**src/rtl/program_loader_sequencer.sv**
```systemverilog
// program_loader_sequencer
//   Boot/run sequencer for a MIPS core. It holds the core in reset and accepts a
//   program as a byte stream (valid/ready). Bytes are packed little-endian into
//   32-bit words, and each word is written to program memory through a one-cycle
//   write strobe. After the last word the core is released. While the core runs,
//   the block watches for halt and reload requests.
//
// Ports
//   clk          : system clock, rising edge
//   reset        : asynchronous reset, active low
//   start        : begin a (re)load; honoured in IDLE, RUN and ERROR
//   halt         : stop the core or abort a load in progress
//   byte_data    : program stream byte
//   byte_valid   : byte_data is valid
//   byte_ready   : loader can accept a byte this cycle
//   pm_we        : program memory write strobe, one cycle per word
//   pm_addr      : byte address of the word being written (word index * 4)
//   pm_wdata     : assembled word
//   cpu_reset_n  : processor reset, low holds the core in reset
//   busy         : loading (HEADER/DATA/WRITE)
//   done         : core released and running
//   error        : 0 none, 1 bad header, 2 timeout
//   loaded_words : words written in the current or last load
module program_loader_sequencer #(
  parameter int MEMORY_DEPTH   = 32,
  parameter int TIMEOUT_CYCLES = 1024
) (
  input  logic        clk,
  input  logic        reset,
  input  logic        start,
  input  logic        halt,
  input  logic [7:0]  byte_data,
  input  logic        byte_valid,
  output logic        byte_ready,
  output logic        pm_we,
  output logic [31:0] pm_addr,
  output logic [31:0] pm_wdata,
  output logic        cpu_reset_n,
  output logic        busy,
  output logic        done,
  output logic [1:0]  error,
  output logic [7:0]  loaded_words
);

  typedef enum logic [2:0] {
    IDLE   = 3'd0,
    HEADER = 3'd1,
    DATA   = 3'd2,
    WRITE  = 3'd3,
    RUN    = 3'd4,
    ERROR  = 3'd5
  } state_t;

  localparam logic [7:0]  DEPTH_BYTES  = 8'(MEMORY_DEPTH);
  localparam logic [15:0] TIMEOUT_LAST = 16'(TIMEOUT_CYCLES - 1);

  state_t      state;
  logic [7:0]  wordCount;
  logic [7:0]  wordIdx;
  logic [1:0]  byteIdx;
  logic [15:0] timeoutCnt;
  logic        accept;
  logic        startLoad;

  // byte_ready is only ever high in HEADER/DATA, so this is a true handshake.
  assign accept = byte_valid && byte_ready;

  // start is only honoured outside a load. Evaluating it ahead of the state case
  // gives it priority over a simultaneous halt in RUN and ERROR.
  assign startLoad = start && ((state == IDLE) || (state == RUN) || (state == ERROR));

  // Single registered FSM; every output is a flop updated alongside the state.
  always_ff @(posedge clk or negedge reset) begin
    if (!reset) begin
      state        <= IDLE;
      byte_ready   <= 1'b0;
      pm_we        <= 1'b0;
      pm_addr      <= 32'd0;
      pm_wdata     <= 32'd0;
      cpu_reset_n  <= 1'b0;
      busy         <= 1'b0;
      done         <= 1'b0;
      error        <= 2'd0;
      loaded_words <= 8'd0;
      wordCount    <= 8'd0;
      wordIdx      <= 8'd0;
      byteIdx      <= 2'd0;
      timeoutCnt   <= 16'd0;
    end else begin
      // The strobe is raised only on the edge entering WRITE, so it lasts one cycle.
      pm_we <= 1'b0;
      if (startLoad) begin
        state        <= HEADER;
        byte_ready   <= 1'b1;
        busy         <= 1'b1;
        done         <= 1'b0;
        cpu_reset_n  <= 1'b0;
        error        <= 2'd0;
        loaded_words <= 8'd0;
        wordIdx      <= 8'd0;
        byteIdx      <= 2'd0;
        timeoutCnt   <= 16'd0;
      end else begin
        case (state)
          IDLE: ;
          HEADER, DATA: begin
            // halt wins over a byte offered in the same cycle.
            if (halt) begin
              state      <= IDLE;
              byte_ready <= 1'b0;
              busy       <= 1'b0;
            end else if (accept) begin
              timeoutCnt <= 16'd0;
              if (state == HEADER) begin
                if ((byte_data == 8'd0) || (byte_data > DEPTH_BYTES)) begin
                  state      <= ERROR;
                  error      <= 2'd1;
                  byte_ready <= 1'b0;
                  busy       <= 1'b0;
                end else begin
                  wordCount <= byte_data;
                  state     <= DATA;
                end
              end else begin
                pm_wdata[{byteIdx, 3'b000} +: 8] <= byte_data;
                byteIdx <= byteIdx + 2'd1;
                if (byteIdx == 2'd3) begin
                  state      <= WRITE;
                  byte_ready <= 1'b0;
                  pm_we      <= 1'b1;
                  pm_addr    <= {22'd0, wordIdx, 2'b00};
                end
              end
            end else if (timeoutCnt == TIMEOUT_LAST) begin
              // A partial word is simply dropped; nothing is written.
              state      <= ERROR;
              error      <= 2'd2;
              byte_ready <= 1'b0;
              busy       <= 1'b0;
            end else begin
              timeoutCnt <= timeoutCnt + 16'd1;
            end
          end
          WRITE: begin
            // The strobe has already gone out, so the word counts even if halted.
            loaded_words <= wordIdx + 8'd1;
            wordIdx      <= wordIdx + 8'd1;
            if (halt) begin
              state <= IDLE;
              busy  <= 1'b0;
            end else if (wordIdx == wordCount - 8'd1) begin
              state       <= RUN;
              busy        <= 1'b0;
              done        <= 1'b1;
              cpu_reset_n <= 1'b1;
            end else begin
              state      <= DATA;
              byte_ready <= 1'b1;
              timeoutCnt <= 16'd0;
            end
          end
          RUN: begin
            if (halt) begin
              state       <= IDLE;
              done        <= 1'b0;
              cpu_reset_n <= 1'b0;
            end
          end
          ERROR: begin
            if (halt) begin
              state <= IDLE;
            end
          end
          default: state <= IDLE;
        endcase
      end
    end
  end

endmodule

```
**config.mk**
```make
export PLATFORM = sky130hd
export DESIGN_NAME = program_loader_sequencer
export DESIGN_NICKNAME = d
export VERILOG_FILES = /design/src/rtl/program_loader_sequencer.sv
export SDC_FILE = /design/constraint.sdc
export NUM_CORES = 1
export LEC_CHECK = 0
export CAP_MARGIN = 30
export CORE_ASPECT_RATIO = 0.7
export CORE_MARGIN = 4
export CORE_UTILIZATION = 23
export CTS_CLUSTER_DIAMETER = 60
export DETAILED_ROUTE_END_ITERATION = 7
export HOLD_SLACK_MARGIN = 0.15
export PLACE_DENSITY = 0.43
export SLEW_MARGIN = 30
export SYNTH_ARGS = -nofsm -noshare
export SYNTH_HDL_FRONTEND = slang
export SYNTH_SLANG_ARGS = --single-unit
```
**constraint.sdc**
```tcl
create_clock -name clk -period 3.5 [get_ports clk]
set_input_delay 0.7 -clock clk [delete_from_list [all_inputs] [get_ports clk]]
set_output_delay 0.7 -clock clk [all_outputs]
set_load 0.02 [all_outputs]
```
==> results.md <==
* Clk_lat worst skew at 0.35 ns
* Tcrit/Tclk final at ~84%
* Antenna cell count at 0
* Clock sinks at 83
* Row cnt at between 40 and 50
* First-pass GRT wire length at slightly above 20000 um
* WL final at ~13000 um
* CP Data Required Time at roughly 3.7 ns
* Initial antenna violation count at 0
* Power per cell area at between 500 and 600 mW/mm2
* TritonCTS Buffers at 9
* Top Ports at 92
* Clock Skew at 0.00620 ns
* Finished Cell Area at 0.00565 mm2
* Antenna Nets Post-Route at 0
* R2R Path Start: timeoutCnt[0]$_DFFE_PN0P_
* Non-Filler Instances at around 800
* Port bufs at 67
* Vias in the first global route at between 3000 and 4000
* Leakage at 2.44 nW
* Worst vdd ir at roughly 250 uV
* Die height at about 120 um
* Worst slew pin tran at 0.946 ns
* Placed cell areas at 0.00533 mm2
* DR WL/cell at around 16 um
* Most used DFF post-synth: dfrtp_1
* Final slew viol count at 0
* TritonCTS clock tree: yes
* Max Clk Rate at 338 MHz
* Synth Register Bits at 83
* Startpoint types: input pin
* Initial Util at 23.5%
* Clock transition at the registers of the reported paths at roughly 0.06 ns
* Overflow after GRT at 0
* Total iterations of the first detailed-routing run at 7
* Max-cap violations at 0
* Core ar. at between 0.015 and 0.02 mm2
* Cells after synthesis at between 400 and 500
* CP arrival at about 3.2 ns
* Register area share after synthesis at between 40% and 50%
* EDFF count, synth at 0
* Post-CTS setup repair buffer count at 0
* # DRC at 0
* Final Power at around 3.1 mW
* Pin count of the biggest net entering global routing at 51
* Setup tns final at 0 ns
* Crit. End Element: flop
* Vias at approximately 3600
* Worst-path fanout max at 10
* HPWL Detailed at roughly 9400 um
* Final net count at 575
* Synth warnings at 0
* Share of cells above drive strength 1 at 9.52%
* Die ar. at 0.0217 mm2
* Fill count at approximately 2000
* Critical path type: in -> reg
* Total track usage at a little under an eighth
* DRT iter0 DRCs at roughly 250
* Buf/Inv on CP at 1
* P&R area growth vs syn at 27.1%
* Depth of the most critical reg-to-reg path at 6
* CTS Hold Buffers Added at 0
* CTS root buf: clkbuf_16
* Max Root-Sink Buffers at 2
* CP max-delay cell: or4_1
* Die extent in x at roughly 170 um
* R2R Path End: busy$_DFFE_PN0P_
* Synthesized area at between 0.004 and 0.005 mm2
* DP Cell Count at around 780
* R2R Setup Slk at 0.85 ns
* Crit path time final at about 3 ns
* Final setup fails at 0
* Post-synth cell types at 55
* Status: completed
* Crit path max-delay family: simple AND/OR/NAND/NOR gates
* CP Cell Sequence: clkdlybuf4s50_1, or4_1, o21a_1, or3_4, nor4_4, mux2_2
* H-tree Lvls at 3
* Unrepaired setup endpoints after global routing: false
* WP depth at 6
* CP max stage delay at 0.60 ns
* Vias per inst at ~4.6
* Hold WC Path Type: in -> async
* Final Hold Vio Count at 0
* Async set or reset register ratio after synthesis at 100%
* Gp weighted congestion at approximately 0.79
* Syn_area_per_cell at between 9 and 10 um2
* Post-CTS sizing at 0
* Slew HR at a little over a third
-- per-stage QoR --
| stage | util (%) | setup WS, ns | hold WS, ns |
|---|---|---|---|
| 6_report | 29.9 | 0.543 | 0.382 |
| 5_1_grt | 29.9 | 0.448 | 0.444 |
| 4_1_cts | 29.8 | 0.531 | 0.407 |
| 3_5_place_dp | 28.2 | 0.145 | 0.473 |
| 3_3_place_gp | 28.1 | 0.213 | 0.466 |
| 2_1_floorplan | - | 0.837 | 0.404 |
-- Yosys cell counts, types with 4 or more instances --
cell,instances,area [um2]
o21ai_0,57,285
inv_1,8,30.0
and3_1,6,37.5
a31oi_1,6,37.5
xnor2_1,5,43.8
xor2_1,7,61.3
a41oi_1,7,61.3
clkbuf_1,16,60.1
buf_4,26,195
dfrtp_1,83,2080
nand2b_1,6,37.5
nor3_1,12,60.1
nand4_1,5,31.3
ha_1,9,113
or3_1,7,43.8
nand2_1,96,360
nor3b_1,4,30.0
mux2_2,12,135
nor2_1,23,86.3
a21o_1,4,30.0
or2_2,5,31.3
o31ai_1,5,37.5
a21oi_1,17,85.1
nor2b_1,5,31.3
nand3_1,12,60.1
-- flip-flops by register name, indices dropped and copies added, names as in the netlist --
signal      flops
busy            1
byteIdx         2
byte_ready      1
done            1
error           2
pm_addr         8
pm_wdata       32
pm_we           1
state           3
timeoutCnt     16
wordCount       8
wordIdx         8
-- placed cells by master, fill, tap and decap left out, types with 4 or more instances in the layout --
| cell type | Yosys | routed |
|---|---|---|
| a21o_1 | 4 | 4 |
| clkbuf_16 | 0 | 9 |
| nor2b_1 | 5 | 5 |
| dfrtp_1 | 83 | 83 |
| or2_2 | 5 | 5 |
| nand2b_1 | 6 | 6 |
| ha_1 | 9 | 9 |
| nand2_1 | 96 | 96 |
| nand3_1 | 12 | 12 |
| xnor2_1 | 5 | 5 |
| a31oi_1 | 6 | 6 |
| conb_1 | 1 | 24 |
| nor3_1 | 12 | 12 |
| inv_1 | 8 | 8 |
| o31ai_1 | 5 | 5 |
| mux2_2 | 12 | 12 |
| clkdlybuf4s50_1 | 0 | 66 |
| a21oi_1 | 17 | 17 |
| xor2_1 | 7 | 7 |
| or3_1 | 7 | 7 |
| nor2_1 | 23 | 23 |
| buf_4 | 26 | 12 |
| a41oi_1 | 7 | 7 |
| and3_1 | 6 | 6 |
| o21ai_0 | 57 | 57 |
| nand4_1 | 5 | 5 |
-- layer usage --
layer  track usage [%]  share of wire (%)  vias up
li1                  -                  -     1806
met2              17.0                 43       80
met5                 0                  0        -
met1              17.3                 52     1747
met3              3.22                4.3       13
met4              3.26                1.3        0
-- power by group --
group          internal (mW)  leakage, nW  switching, mW
Clock                  0.638        0.154          0.389
Sequential              1.06         1.14          0.139
Combinational          0.354         1.15          0.546
Total                   2.05         2.44           1.07
-- cells by family after synthesis --
| family | synth area share (%) |
|---|---|
| AOI/OAI and AO/OA | 17.0 |
| muxes | 3.04 |
| adders and majority gates | 2.53 |
| buffers and inverters | 6.53 |
| DFF | 46.7 |
| xor gates and xnor gates | 2.36 |
| and+or+nand+nor | 21.8 |
| other | 0.0844 |
-- final cells by class --
class | instances | area (um2) | share of cell area (%)
multi-input cells | 373 | 2170 | 38.5
flip-flops and latches | 83 | 2080 | 36.8
repair buffers | 78 | 751 | 13.3
well taps | 242 | 303 | 5.36
clock buffers | 10 | 239 | 4.23
clock inverters | 5 | 77.6 | 1.37
inverters | 8 | 30.0 | 0.531
-- worst max-delay path by stage --
stage                             from                       end
after global placement    byte_data[3]  wordCount[4]$_DFFE_PN0P_
after global routing      byte_data[3]  wordCount[5]$_DFFE_PN0P_
after CTS                 byte_data[3]  wordCount[5]$_DFFE_PN0P_
final                     byte_data[3]  wordCount[4]$_DFFE_PN0P_
after detailed placement  byte_data[3]  wordCount[3]$_DFFE_PN0P_
after floorplan           byte_data[3]  wordCount[2]$_DFFE_PN0P_
Power figures use the tool's default switching activity.
